`src/rtl/zhiwen_pkg.sv`:
```
// rtl/zhiwen_pkg.sv - shared constants and parser state encoding for the fingerprint ack receiver
package zhiwen_pkg;

  localparam logic [7:0] HDR0         = 8'hEF;
  localparam logic [7:0] HDR1         = 8'h01;
  localparam logic [7:0] PID_ACK      = 8'h07;
  localparam logic [7:0] CC_OK        = 8'h00;
  localparam logic [7:0] CC_NOT_FOUND = 8'h09;

  typedef enum logic [3:0] {
    ST_HUNT_H0,
    ST_HUNT_H1,
    ST_ADDR,
    ST_PID,
    ST_LEN_H,
    ST_LEN_L,
    ST_DATA,
    ST_SUM_H,
    ST_SUM_L
  } state_t;

endpackage

```
`src/rtl/zhiwen_byte_timer.sv`:
```
// rtl/zhiwen_byte_timer.sv - inter-byte idle counter; o_expire is high on the cycle the limit is reached
module zhiwen_byte_timer #(
  parameter int unsigned TIMEOUT_CYC = 2_500_000
) (
  input  logic i_clk,
  input  logic i_rst_n,
  input  logic i_clr,
  input  logic i_en,
  output logic o_expire
);

  localparam int unsigned    CW   = (TIMEOUT_CYC > 1) ? $clog2(TIMEOUT_CYC) : 1;
  localparam logic [CW-1:0]  LAST = CW'(TIMEOUT_CYC - 1);

  logic [CW-1:0] r_cnt;

  // A byte on the expiry cycle clears the timer instead of letting it fire.
  assign o_expire = i_en && !i_clr && (r_cnt == LAST);

  always_ff @(posedge i_clk or negedge i_rst_n) begin
    if (!i_rst_n) begin
      r_cnt <= '0;
    end else if (i_clr || !i_en || o_expire) begin
      r_cnt <= '0;
    end else begin
      r_cnt <= r_cnt + CW'(1);
    end
  end

endmodule

```
`src/rtl/zhiwen_ack_rx.sv`:
```
// rtl/zhiwen_ack_rx.sv - frames and validates sensor ack packets; ZHIWEN_ACK_TIMEOUT_EN adds the inter-byte timer
module zhiwen_ack_rx
  import zhiwen_pkg::*;
#(
  parameter logic [31:0] DEV_ADDR    = 32'hFFFF_FFFF,
  parameter int unsigned MAX_LEN     = 16,
  parameter int unsigned TIMEOUT_CYC = 2_500_000
) (
  input  logic        clk,
  input  logic        rst_n,
  input  logic [7:0]  rx_byte,
  input  logic        rx_vld,
  output logic        busy,
  output logic        resp_vld,
  output logic [7:0]  confirm_code,
  output logic [15:0] page_id,
  output logic [15:0] score,
  output logic        chk_err,
  output logic        fmt_err,
  output logic        timeout
);

  localparam logic [15:0] MAX_LEN_W = 16'(MAX_LEN);

  state_t         r_state;
  state_t         w_state_nxt;
  logic [1:0]     r_acnt;
  logic [23:0]    r_addr;
  logic [7:0]     r_len_h;
  logic [7:0]     r_sum_h;
  logic [15:0]    r_acc;
  logic [15:0]    r_remain;
  logic [15:0]    r_idx;
  logic [4:0][7:0] r_stage;

  logic [31:0]    w_addr_full;
  logic [15:0]    w_len_full;
  logic [15:0]    w_sum_full;
  logic [15:0]    w_acc_add;
  logic           w_resp;
  logic           w_chk;
  logic           w_fmt;
  logic           w_to;
  logic           w_expire;

  assign w_addr_full = {r_addr, rx_byte};
  assign w_len_full  = {r_len_h, rx_byte};
  assign w_sum_full  = {r_sum_h, rx_byte};
  assign w_acc_add   = r_acc + {8'h00, rx_byte};

`ifdef ZHIWEN_ACK_TIMEOUT_EN
  zhiwen_byte_timer #(
    .TIMEOUT_CYC(TIMEOUT_CYC)
  ) u_byte_timer (
    .i_clk    (clk),
    .i_rst_n  (rst_n),
    .i_clr    (rx_vld),
    .i_en     (r_state != ST_HUNT_H0),
    .o_expire (w_expire)
  );
`else
  logic [31:0] w_unused_timeout_cfg;
  assign w_unused_timeout_cfg = 32'(TIMEOUT_CYC);
  assign w_expire             = 1'b0;
`endif

  always_ff @(posedge clk or negedge rst_n) begin
    if (!rst_n) begin
      r_state <= ST_HUNT_H0;
    end else begin
      r_state <= w_state_nxt;
    end
  end

  always_comb begin
    w_state_nxt = r_state;
    w_resp      = 1'b0;
    w_chk       = 1'b0;
    w_fmt       = 1'b0;
    w_to        = 1'b0;
    if (rx_vld) begin
      case (r_state)
        ST_HUNT_H0: if (rx_byte == HDR0) w_state_nxt = ST_HUNT_H1;
        ST_HUNT_H1: begin
          if (rx_byte == HDR1)      w_state_nxt = ST_ADDR;
          else if (rx_byte == HDR0) w_state_nxt = ST_HUNT_H1;
          else                      w_state_nxt = ST_HUNT_H0;
        end
        ST_ADDR: begin
          if (r_acnt == 2'd3) begin
            if (w_addr_full != DEV_ADDR) begin
              w_fmt       = 1'b1;
              w_state_nxt = ST_HUNT_H0;
            end else begin
              w_state_nxt = ST_PID;
            end
          end
        end
        ST_PID: begin
          if (rx_byte != PID_ACK) begin
            w_fmt       = 1'b1;
            w_state_nxt = ST_HUNT_H0;
          end else begin
            w_state_nxt = ST_LEN_H;
          end
        end
        ST_LEN_H: w_state_nxt = ST_LEN_L;
        ST_LEN_L: begin
          if ((w_len_full < 16'd3) || (w_len_full > MAX_LEN_W)) begin
            w_fmt       = 1'b1;
            w_state_nxt = ST_HUNT_H0;
          end else begin
            w_state_nxt = ST_DATA;
          end
        end
        ST_DATA:  if (r_remain == 16'd1) w_state_nxt = ST_SUM_H;
        ST_SUM_H: w_state_nxt = ST_SUM_L;
        ST_SUM_L: begin
          if (w_sum_full == r_acc) w_resp = 1'b1;
          else                     w_chk  = 1'b1;
          w_state_nxt = ST_HUNT_H0;
        end
        default:  w_state_nxt = ST_HUNT_H0;
      endcase
    end else if (w_expire) begin
      w_to        = 1'b1;
      w_state_nxt = ST_HUNT_H0;
    end
  end

  always_ff @(posedge clk or negedge rst_n) begin
    if (!rst_n) begin
      busy         <= 1'b0;
      resp_vld     <= 1'b0;
      chk_err      <= 1'b0;
      fmt_err      <= 1'b0;
      timeout      <= 1'b0;
      confirm_code <= '0;
      page_id      <= '0;
      score        <= '0;
      r_acnt       <= '0;
      r_addr       <= '0;
      r_len_h      <= '0;
      r_sum_h      <= '0;
      r_acc        <= '0;
      r_remain     <= '0;
      r_idx        <= '0;
      r_stage      <= '0;
    end else begin
      busy     <= (w_state_nxt != ST_HUNT_H0);
      resp_vld <= w_resp;
      chk_err  <= w_chk;
      fmt_err  <= w_fmt;
      timeout  <= w_to;
      if (rx_vld) begin
        case (r_state)
          ST_HUNT_H1: r_acnt <= '0;
          ST_ADDR: begin
            r_addr <= w_addr_full[23:0];
            r_acnt <= r_acnt + 2'd1;
          end
          // Staging is cleared per packet so absent payload bytes read as zero.
          ST_PID: begin
            r_acc   <= {8'h00, rx_byte};
            r_stage <= '0;
          end
          ST_LEN_H: begin
            r_len_h <= rx_byte;
            r_acc   <= w_acc_add;
          end
          ST_LEN_L: begin
            r_acc    <= w_acc_add;
            r_remain <= w_len_full - 16'd2;
            r_idx    <= '0;
          end
          ST_DATA: begin
            r_acc    <= w_acc_add;
            r_remain <= r_remain - 16'd1;
            r_idx    <= r_idx + 16'd1;
            if (r_idx < 16'd5) r_stage[r_idx[2:0]] <= rx_byte;
          end
          ST_SUM_H: r_sum_h <= rx_byte;
          ST_SUM_L: begin
            if (w_resp) begin
              confirm_code <= r_stage[0];
              page_id      <= {r_stage[1], r_stage[2]};
              score        <= {r_stage[3], r_stage[4]};
            end
          end
          default: ;
        endcase
      end
    end
  end

endmodule
```
`config.mk`:
```
export PLATFORM = sky130hd
export DESIGN_NAME = zhiwen_ack_rx
export DESIGN_NICKNAME = d
export VERILOG_FILES = /design/src/rtl/zhiwen_pkg.sv /design/src/rtl/zhiwen_byte_timer.sv /design/src/rtl/zhiwen_ack_rx.sv
export SDC_FILE = /design/constraint.sdc
export NUM_CORES = 1
export LEC_CHECK = 0
export ABC_AREA = 1
export CAP_MARGIN = 5
export CORE_AREA = 5 5 128 130
export CTS_CLUSTER_DIAMETER = 100
export DETAILED_ROUTE_END_ITERATION = 8
export DIE_AREA = 0 0 133 135
export PLACE_DENSITY = 0.92
export SYNTH_ARGS = -nofsm -noshare
export SYNTH_HDL_FRONTEND = slang
export SYNTH_SLANG_ARGS = --single-unit
```
`constraint.sdc`:
```
create_clock -name clk -period 3.6 [get_ports clk]
set_input_delay 0.72 -clock clk [delete_from_list [all_inputs] [get_ports clk]]
set_output_delay 0.72 -clock clk [all_outputs]
set_load 0.005 [all_outputs]
```
==> flow_summary.toml, run 1 <==
[status]
status = "completed"

[min_path]
hp-class = "in2async"

[yosys]
post_synth_num_cell_types = 46
largest_family_of_logic_cells_by_synthesized_area = "simple AND/OR/NAND/NOR gates"
synthMuxAreaShare_pct = 0
synthCells = 1171
syn-mean-instance-area_sq_um = 7.82
synthArstFlopShare_pct = 100
netlist.area_leader.share_pct = 48.7
synth-seq-area-share_pct = 48.7
synth_top_area_cell = "sky130_fd_sc_hd__dfrtp_1"
ys_seq_elements = 178
synth_warnings = 0
yosys.area_share.adder_pct = 2.13
synth_compound_area_share_pct = 9.45
xor_and_xnor_area_share_after_synthesis_pct = 2.30
synth.top_cells.by_area = "sky130_fd_sc_hd__dfrtp_1 49%, sky130_fd_sc_hd__nand2_1 16%, sky130_fd_sc_hd__nand3_1 4.2%"
synth-edff-count = 0
post_synthesis_cell_area_sq_um = 9150
post_synth_and_or_nand_nor_area_fraction_pct = 31.3
synth-main-ff-cell = "sky130_fd_sc_hd__dfrtp_1"
mappedNetlistNets = 1197

[detailed_routing]
drt-total-wl_um = 22500
route.detailed.vias_per_inst = 5.82
routed_wire_length_per_instance_um = 15.9
routed-wl-met3_um = 1660
antenna_violating_nets_post_route = 0
wl_met1_um = 9340
top_layer_used = "met4"
drc = 0
route.met2.wl_um = 10500
drt_iter0_drc = 981
routed-via-count = 8226
drt_pass1_iterations = 5

[placed_design]
port_buffers = 54
dp_hpwl_um = 15400
place_inst = 1382
globalplace.congestion = 0.953

[layout]
layout.cells.most_common = "sky130_fd_sc_hd__nand2_1"
finish.cell_count_without_fillers = 1414
share_of_cells_above_drive_strength_1_pct = 7.27
layout.cells.most_common_list = "400 x sky130_fd_sc_hd__nand2_1, 178 x sky130_fd_sc_hd__dfrtp_1, 92 x sky130_fd_sc_hd__nor2_1"
nNetsFinal = 1239
final_core_util_pct = 69.1
area_grow_syn2layout_pct = 13.4

[global_route]
grt_first_pass_wirelength_um = 37600
grt-ovfl-total = 0
grt_max_degree = 80
first_global_vias = 7776
grt_util_all_layers_pct = 25.6
grt_antenna_before_repair = 0

[cts]
clk_path_buf_depth = 2
post_cts_resize_count = 0
clk-insertion-delay-late_ns = 0.44
cts_hold_buf = 0
htreeDepth = 4
cts_tree = "yes"
cts.clk_slew.worst_paths_ns = 0.07
cts.root.buffer_cell = "sky130_fd_sc_hd__clkbuf_16"
cts_setup_buffers = 0
cts_sinks = 178
cts-buffers-inserted = 17

[flow_run]
cap_viol_max_count = 0

[power]
power-per-cell-area_nw_per_um2 = 590
vdd_ir_drop_max_v = 0.000399
p_leak_nw = 4.99

[floorplan]
initial_utilization_pct = 60.9
floorplan.core_area_sq_um = 15000
floorplan.die.height_um = 135
dieWidth_um = 133
top_level_ports = 56
design.die.area_sq_um = 18000
std_cell_rows = 45

[worst_setup_path]
critical_path_peak_fanout = 41
worst_ep_required_time_ns = 3.98
endpoint_kind = "flip-flop"
timing.critical_path.arrival_ns = 3.04
crit_path_start_kind = "primary input"
type_of_the_worst_setup_path = "in2reg"

[timing]
fmaxAchievable_ghz = 0.375
total_negative_setup_slack_ns = 0
final_hold_viol_count = 0
layout_worst_path_cycle_share_pct = 74.2
timing.final.max_slew_violations = 0
hold_slack_ns = 0.318
slew_hr_pct = 48.4
skew_ns = 0.00941
setup_repair_after_global_routing_missed_its_margin = "false"
timing.final.crit_period_ns = 2.67
max_slew.worst_pin.slew_ns = 0.771
timing.final.setup_violations = 0
==> area by class of cell <==
type,count,area [sq um]
diodes,1,2.50
clock buffers,18,429
clock inverters,13,126
fillers,1098,4650
inverters,83,314
multi-input cells,862,4140
flip-flops and latches,178,4450
well taps,188,235
repair buffers,71,682
==> metal layers <==
layer | vias up | track usage, %
li1 | 3899 | -
met1 | 3828 | 34.0
met2 | 402 | 41.2
met3 | 97 | 3.99
met4 | 0 | 12.8
met5 | - | 0
==> synthesized netlist by cell type, types with 6 or more instances <==
cell type,count
sky130_fd_sc_hd__clkbuf_1,21
sky130_fd_sc_hd__buf_2,20
sky130_fd_sc_hd__inv_2,12
sky130_fd_sc_hd__nor2_1,92
sky130_fd_sc_hd__o21ai_0,53
sky130_fd_sc_hd__o21ai_1,51
sky130_fd_sc_hd__a21oi_1,36
sky130_fd_sc_hd__dfrtp_1,178
sky130_fd_sc_hd__nor3_2,6
sky130_fd_sc_hd__ha_1,14
sky130_fd_sc_hd__nor3_1,26
sky130_fd_sc_hd__nand2_1,400
sky130_fd_sc_hd__xor2_1,19
sky130_fd_sc_hd__nand3_1,76
sky130_fd_sc_hd__inv_1,70
sky130_fd_sc_hd__nand4_1,23
sky130_fd_sc_hd__a31oi_1,8
==> sequential cells by signal, indices dropped and copies added, names as in the netlist, 8 cells and up <==
signal and flops:
r_len_h 8, r_acc 16, confirm_code 8, score 16, r_sum_h 8, page_id 16
r_remain 16, r_addr 24, r_idx 16, r_stage 40
==> worst max-delay path, cell delays in order <==
cell and delay [ns]:
sky130_fd_sc_hd__clkdlybuf4s50_1 0.51, sky130_fd_sc_hd__ha_1 0.42, sky130_fd_sc_hd__nor4_1 0.28, sky130_fd_sc_hd__and3b_1 0.23
sky130_fd_sc_hd__nand3_1 0.12, sky130_fd_sc_hd__inv_2 0.52, sky130_fd_sc_hd__nand2_1 0.15, sky130_fd_sc_hd__nand2_1 0.09
==> final timing paths <==
kind,depth (start not counted),start,endpoint,slack (ns)
worst max-delay path,8,rx_byte[4],score[9]$_DFFE_PN0P_,0.93
worst min-delay path,1,rst_n,r_state[0]$_DFF_PN0_,0.32
worst max register to register,9,r_state[0]$_DFF_PN0_,r_acc[15]$_DFFE_PN0P_,1.25
worst min register to register,2,r_addr[16]$_DFFE_PN0P_,r_addr[16]$_DFFE_PN0P_,0.47
max in group asynchronous,2,rst_n,r_stage[14]$_DFFE_PN0P_,2.31
min in group clk,2,r_addr[16]$_DFFE_PN0P_,r_addr[16]$_DFFE_PN0P_,0.47
==> logic make-up (layout without fill, tap and decap cells) <==
family	count (synthesis)	count (layout)
AND/OR/NAND/NOR	659	659
flip-flops	178	178
AO/OA/AOI/OAI	163	163
buffers and inverters	131	185
XOR/XNOR	24	24
adder cells (fa/ha/maj)	15	15
other	1	2
==> power by group <==
part,internal [mW],switching [mW],leakage [nW],total (mW)
clock,0.960,0.820,0.271,1.78
combinational,0.549,1.03,2.36,1.58
sequential,2.38,0.383,2.35,2.76
total,3.89,2.23,4.99,6.12
==> through the flow <==
| stage | setup WS [ns] | instance area (sq um) | power [mW] |
|---|---|---|---|
| floorplan | 1.18 | 9150 | 3.88 |
| global placement | 0.587 | 9820 | 4.23 |
| detailed placement | 0.536 | 9820 | 4.31 |
| CTS | 0.976 | 10400 | 6.09 |
| global route | 0.812 | 10400 | 6.48 |
| finish | 0.930 | 10400 | 6.12 |
Power figures use the tool's default switching activity.
==> run 2: changes to the inputs <==
CORE_AREA = 5 5 130 132   (was 5 5 128 130)
DIE_AREA = 0 0 135 137   (was 0 0 133 135)
PLACE_DENSITY = 0.89   (was 0.92)
clock period = 2.5 ns   (was 3.6 ns; I/O delays follow)
==> run 2 against run 1 <==
Clock skew is 0.0041 ns higher. Count of clock-buffer cells in the layout stayed put. Register-to-register slack worse by 0.90 ns. Highest routed layer unchanged.
==> flow_summary.toml, run 2 (same netlist as run 1, synthesis figures left out) <==
[timing]
hold_slack_ns = 0.466
max_slew.worst_pin.slew_ns = 0.532
final_hold_viol_count = 0
fmaxAchievable_ghz = 0.441
skew_ns = 0.0135
timing.final.max_slew_violations = 0
timing.final.setup_violations = 0
worst_path_setup_slack_after_routing_ns = 0.231
slew_hr_pct = 64.4
setup_repair_after_global_routing_missed_its_margin = "false"
timing.final.crit_period_ns = 2.27
layout_worst_path_cycle_share_pct = 90.8

[cts]
cts_hold_buf = 1
cts-buffers-inserted = 17
clk-insertion-delay-late_ns = 0.44
cts.root.buffer_cell = "sky130_fd_sc_hd__clkbuf_16"
htreeDepth = 4
cts_setup_buffers = 0
cts_sinks = 178
cts.clk_slew.worst_paths_ns = 0.07
clk_path_buf_depth = 2
post_cts_resize_count = 0
cts_tree = "yes"

[floorplan]
initial_utilization_pct = 58.7
top_level_ports = 56
design.die.area_sq_um = 18500
floorplan.core_area_sq_um = 15600
floorplan.die.height_um = 137
std_cell_rows = 46
dieWidth_um = 135

[placed_design]
dp_hpwl_um = 15700
globalplace.congestion = 0.939
place_inst = 1444
detailedPlace.worstSlack_ns = -0.186
port_buffers = 54

[worst_setup_path]
cpMostUsedCell = "sky130_fd_sc_hd__nand2_1"
setup.worst_path.end = "page_id[13]$_DFFE_PN0P_"
endpoint_kind = "flip-flop"
cp_cell_sequence = "clkdlybuf4s50_1 -> ha_1 -> nor4_1 -> and3b_1 -> nand3_1 -> buf_4 -> nand2_1 -> nand2_1"
reg2reg_depth = 9
cpPeakStageDelay_ns = 0.50
worst_r2r_startpoint = "r_idx[1]$_DFFE_PN0P_"
cp-startpoint = "rx_byte[3]"
timing.critical_path.arrival_ns = 2.60
reg2reg_setup_slack_ns = 0.35
crit_path_start_kind = "primary input"
r2r-end = "r_stage[11]$_DFFE_PN0P_"
worst_ep_required_time_ns = 2.83
type_of_the_worst_setup_path = "in2reg"
critical_path_peak_fanout = 40
worst_path_max_delay_cell = "sky130_fd_sc_hd__clkdlybuf4s50_1"

[power]
power.share.combinational_pct = 26.6
p_clk_share_pct = 29.4
power-per-cell-area_nw_per_um2 = 840
p_leak_nw = 5.19
sw_frac_of_total_pct = 36.8
vdd_ir_drop_max_v = 0.000529
seqPwrFrac_pct = 44.0
p_switching_mw = 3.32
report.power.total_mw = 9.02
cell_internal_pwr_mw = 5.71

[layout]
layout.cells.most_common_list = "400 x sky130_fd_sc_hd__nand2_1, 178 x sky130_fd_sc_hd__dfrtp_1, 92 x sky130_fd_sc_hd__nor2_1"
antenna-diode-count = 0
layout.cells.most_common = "sky130_fd_sc_hd__nand2_1"
nNetsFinal = 1274
finish.cell_count_without_fillers = 1477
share_of_cells_above_drive_strength_1_pct = 9.91
fill_cells = 1203
number_of_flip_flops_in_the_largest_register = 40
area_grow_syn2layout_pct = 17.4
biggestRegsByFlops = "r_stage: 40 flops, r_addr: 24 flops"
largest-register = "r_stage"

[detailed_routing]
drt_pass1_iterations = 6
drt-total-wl_um = 22400
drc = 0
drt_iter0_drc = 880
routed_wire_length_per_instance_um = 15.2
antenna_violating_nets_post_route = 0
route.detailed.vias_per_inst = 5.63
routed-via-count = 8316

[status]
status = "completed"

[global_route]
grt_util_all_layers_pct = 25.6
grt_max_degree = 72
grt-ovfl-total = 0
grt_first_pass_wirelength_um = 37800
grt_antenna_before_repair = 0
first_global_vias = 7830

[min_path]
hp-class = "reg2reg"
hold-path-cell-count = 2

[flow_run]
cap_viol_max_count = 0
## run 2: cell count changes in the layout (fill, tap and decap cells not counted), sizes merged
cell / before / now
diode: 1 / 0
buf: 18 / 52
clkinv: 7 / 6
bufinv: 1 / 0
dlygate4sd3: 0 / 1
inv: 87 / 91
clkinvlp: 1 / 0
## run 2: per-layer routing
metal,track usage [%],part of all wire [%],up-vias
met4,9.69,3.6,0
li1,-,-,3967
met3,4.67,6.9,82
met5,0,0,-
met1,34.0,42,3924
met2,42.1,48,343
## run 2: critical path: cells and delay by family
family        cells  cell delay [ns]
fa+ha+maj         1             0.37
simple gates      5             0.92
buf+inv           2             0.79
## run 2: layout make-up
type / count / area, sq um / area share [%]
tap: 216 / 270 / 2.51
sequential: 178 / 4450 / 41.4
multi-input combinational: 862 / 4140 / 38.5
clock buffer: 18 / 439 / 4.09
timing repair buffer: 106 / 972 / 9.04
inverter: 83 / 314 / 2.92
clock inverter: 14 / 160 / 1.49
## run 2: how the worst min path moves through the flow
stage / startpoint / endpoint / slack (ns)
after floorplan: rst_n / busy$_DFF_PN0_ / 0.20
after global placement: r_stage[8]$_DFFE_PN0P_ / page_id[8]$_DFFE_PN0P_ / 0.45
after detailed placement: r_stage[14]$_DFFE_PN0P_ / page_id[14]$_DFFE_PN0P_ / 0.45
after CTS: r_stage[36]$_DFFE_PN0P_ / score[4]$_DFFE_PN0P_ / 0.47
after global routing: r_stage[36]$_DFFE_PN0P_ / score[4]$_DFFE_PN0P_ / 0.49
final: r_stage[36]$_DFFE_PN0P_ / score[4]$_DFFE_PN0P_ / 0.47
## run 2: metrics by stage
step / TNS (ns) / utilization [%] / area [sq um]
2_1_floorplan: 0 / - / 9150
3_3_place_gp: -4.91 / 65.0 / 10100
3_5_place_dp: -6.64 / 65.0 / 10100
4_1_cts: 0 / 68.9 / 10700
5_1_grt: 0 / 68.9 / 10700
6_report: 0 / 68.9 / 10700
## run 2: power by group through the flow
stage | registers, mW | logic, mW | clock network (mW)
6_report | 3.97 | 2.40 | 2.65
5_1_grt | 4.05 | 2.74 | 2.82
4_1_cts | 3.95 | 2.39 | 2.68
3_5_place_dp | 4.00 | 2.35 | 0
3_3_place_gp | 3.97 | 2.27 | 0
2_1_floorplan | 3.82 | 1.77 | 0
==> run 3: changes to the inputs <==
CORE_AREA = 5 5 128 130   (was 5 5 130 132)
CTS_BUF_LIST = sky130_fd_sc_hd__clkbuf_2 sky130_fd_sc_hd__clkbuf_4 sky130_fd_sc_hd__clkbuf_8   (was not set)
DIE_AREA = 0 0 133 135   (was 0 0 135 137)
PLACE_DENSITY = 0.92   (was 0.89)
==> run 3 against run 2 <==
Setup slack better by 0.11 ns. Worst hold slack gained 0.012 ns. Clock skew up 0.0065 ns. Flip-flop and latch count did not move. First-iteration DRC count increased by 11%.
==> flow_summary.toml, run 3 (same netlist as run 1, synthesis figures left out) <==
[worst_setup_path]
timing.critical_path.arrival_ns = 2.54
critical_path_peak_fanout = 40
worst_r2r_startpoint = "r_idx[1]$_DFFE_PN0P_"
cpMostUsedCell = "sky130_fd_sc_hd__nand2_1"
r2r-end = "r_stage[9]$_DFFE_PN0P_"
reg2reg_depth = 9
cpPeakStageDelay_ns = 0.46
endpoint_kind = "flip-flop"
crit_path_start_kind = "primary input"
worst_path_max_delay_cell = "sky130_fd_sc_hd__clkdlybuf4s50_1"
worst_ep_required_time_ns = 2.88
cp_cell_sequence = "clkdlybuf4s50_1 -> ha_1 -> nor4_1 -> and3b_1 -> nand3_1 -> buf_4 -> nand2_1 -> nand2_1"
reg2reg_setup_slack_ns = 0.37
type_of_the_worst_setup_path = "in2reg"

[power]
power.share.combinational_pct = 28.2
power-per-cell-area_nw_per_um2 = 816
report.power.total_mw = 8.65
vdd_ir_drop_max_v = 0.000493
p_leak_nw = 5.13
seqPwrFrac_pct = 46.1
sw_frac_of_total_pct = 38.6
p_switching_mw = 3.34
p_clk_share_pct = 25.7
cell_internal_pwr_mw = 5.31

[floorplan]
std_cell_rows = 45
top_level_ports = 56
floorplan.die.height_um = 135
floorplan.core_area_sq_um = 15000
design.die.area_sq_um = 18000
initial_utilization_pct = 60.9
dieWidth_um = 133

[layout]
area_grow_syn2layout_pct = 15.7
final_core_util_pct = 70.5
finish.cell_count_without_fillers = 1452
number_of_flip_flops_in_the_largest_register = 40
antenna-diode-count = 0
share_of_cells_above_drive_strength_1_pct = 10.1
layout.cells.most_common = "sky130_fd_sc_hd__nand2_1"
biggestRegsByFlops = "r_stage: 40 flops, r_addr: 24 flops"
layout.cells.most_common_list = "400 x sky130_fd_sc_hd__nand2_1, 178 x sky130_fd_sc_hd__dfrtp_1, 92 x sky130_fd_sc_hd__nor2_1"
largest-register = "r_stage"
nNetsFinal = 1277

[global_route]
first_global_vias = 7926
grt_first_pass_wirelength_um = 38200
grt-ovfl-total = 0
grt_antenna_before_repair = 0
grt_max_degree = 55
grt_util_all_layers_pct = 26.2

[timing]
fmaxAchievable_ghz = 0.463
final_hold_viol_count = 0
timing.final.max_slew_violations = 0
total_negative_setup_slack_ns = 0
max_slew.worst_pin.slew_ns = 0.523
skew_ns = 0.0200
timing.final.setup_violations = 0
timing.final.crit_period_ns = 2.16
layout_worst_path_cycle_share_pct = 86.4
slew_hr_pct = 65.1
setup_repair_after_global_routing_missed_its_margin = "false"

[detailed_routing]
drt_pass1_iterations = 8
routed-via-count = 8424
route.detailed.vias_per_inst = 5.80
drt_iter0_drc = 980
antenna_violating_nets_post_route = 0
drc = 0
drt-total-wl_um = 23100
routed_wire_length_per_instance_um = 15.9

[cts]
cts.clk_slew.worst_paths_ns = 0.11
cts-buffers-inserted = 17
post_cts_resize_count = 0
clk-insertion-delay-late_ns = 0.49
htreeDepth = 4
cts_tree = "yes"
cts_hold_buf = 1
cts_setup_buffers = 0
cts.root.buffer_cell = "sky130_fd_sc_hd__clkbuf_8"
clk_path_buf_depth = 2
cts_sinks = 178

[flow_run]
cap_viol_max_count = 0

[min_path]
hold_path_endpoint = "confirm_code[3]$_DFFE_PN0P_"
hp-class = "reg2reg"
hold-path-cell-count = 2
hold_path.startpoint = "r_stage[3]$_DFFE_PN0P_"

[placed_design]
globalplace.congestion = 0.987
dp_hpwl_um = 16100
place_inst = 1419
port_buffers = 54

[status]
status = "completed"
[run 3: cell types whose count changed in the layout (fill, tap and decap cells not counted), sizes merged]
cell / change
buf: +3
clkbuf: -1
clkinvlp: +1
inv: -2
bufinv: +2
[run 3: final cells by class]
type,instances,area (sq um)
Multi-Input combinational cell,862,4140
Clock inverter,15,233
Inverter,83,314
Clock buffer,17,234
Fill cell,1064,4440
Tap cell,188,235
Timing Repair Buffer,109,982
Sequential cell,178,4450
[run 3: worst max-delay path by stage]
stage | start | end | slack (ns) | depth (start not counted)
5_1_grt | r_idx[1]$_DFFE_PN0P_ | r_stage[14]$_DFFE_PN0P_ | 0.19 | 9
4_1_cts | rx_byte[4] | page_id[8]$_DFFE_PN0P_ | 0.38 | 8
2_1_floorplan | rx_byte[1] | r_acc[8]$_DFFE_PN0P_ | 0.30 | 11
6_report | rx_byte[4] | page_id[8]$_DFFE_PN0P_ | 0.34 | 8
3_5_place_dp | rx_byte[4] | page_id[8]$_DFFE_PN0P_ | -0.10 | 8
3_3_place_gp | rx_byte[4] | score[0]$_DFFE_PN0P_ | -0.001 | 8
[run 3: power groups by stage]
stage / logic [mW] / registers, mW / clock network [mW]
after floorplan: 1.77 / 3.82 / 0
after global placement: 2.29 / 3.98 / 0
after detailed placement: 2.38 / 4.01 / 0
after CTS: 2.41 / 3.96 / 2.25
after global routing: 2.76 / 4.05 / 2.36
final: 2.44 / 3.98 / 2.22
[run 3: worst max-delay path: cells and delay by family]
kind / cells / cell delay (ns)
and+or+nand+nor: 5 / 0.85
adders and majority gates: 1 / 0.42
buffers and inverters: 2 / 0.77
[run 3: through the flow]
stage	worst slack [ns]	cell area, sq um	hold WS, ns
final	0.341	10600	0.478
after global routing	0.192	10600	0.503
after CTS	0.381	10600	0.481
after detailed placement	-0.103	10100	0.456
after global placement	-0.00105	10100	0.451
after floorplan	0.302	9150	0.204
[run 3: metal layers]
| layer | routed length, um | GRT usage [%] |
|---|---|---|
| met2 | 10800 | 41.6 |
| met4 | 967 | 12.6 |
| met3 | 1850 | 5.63 |
| met1 | 9470 | 34.5 |
| met5 | 0 | 0 |
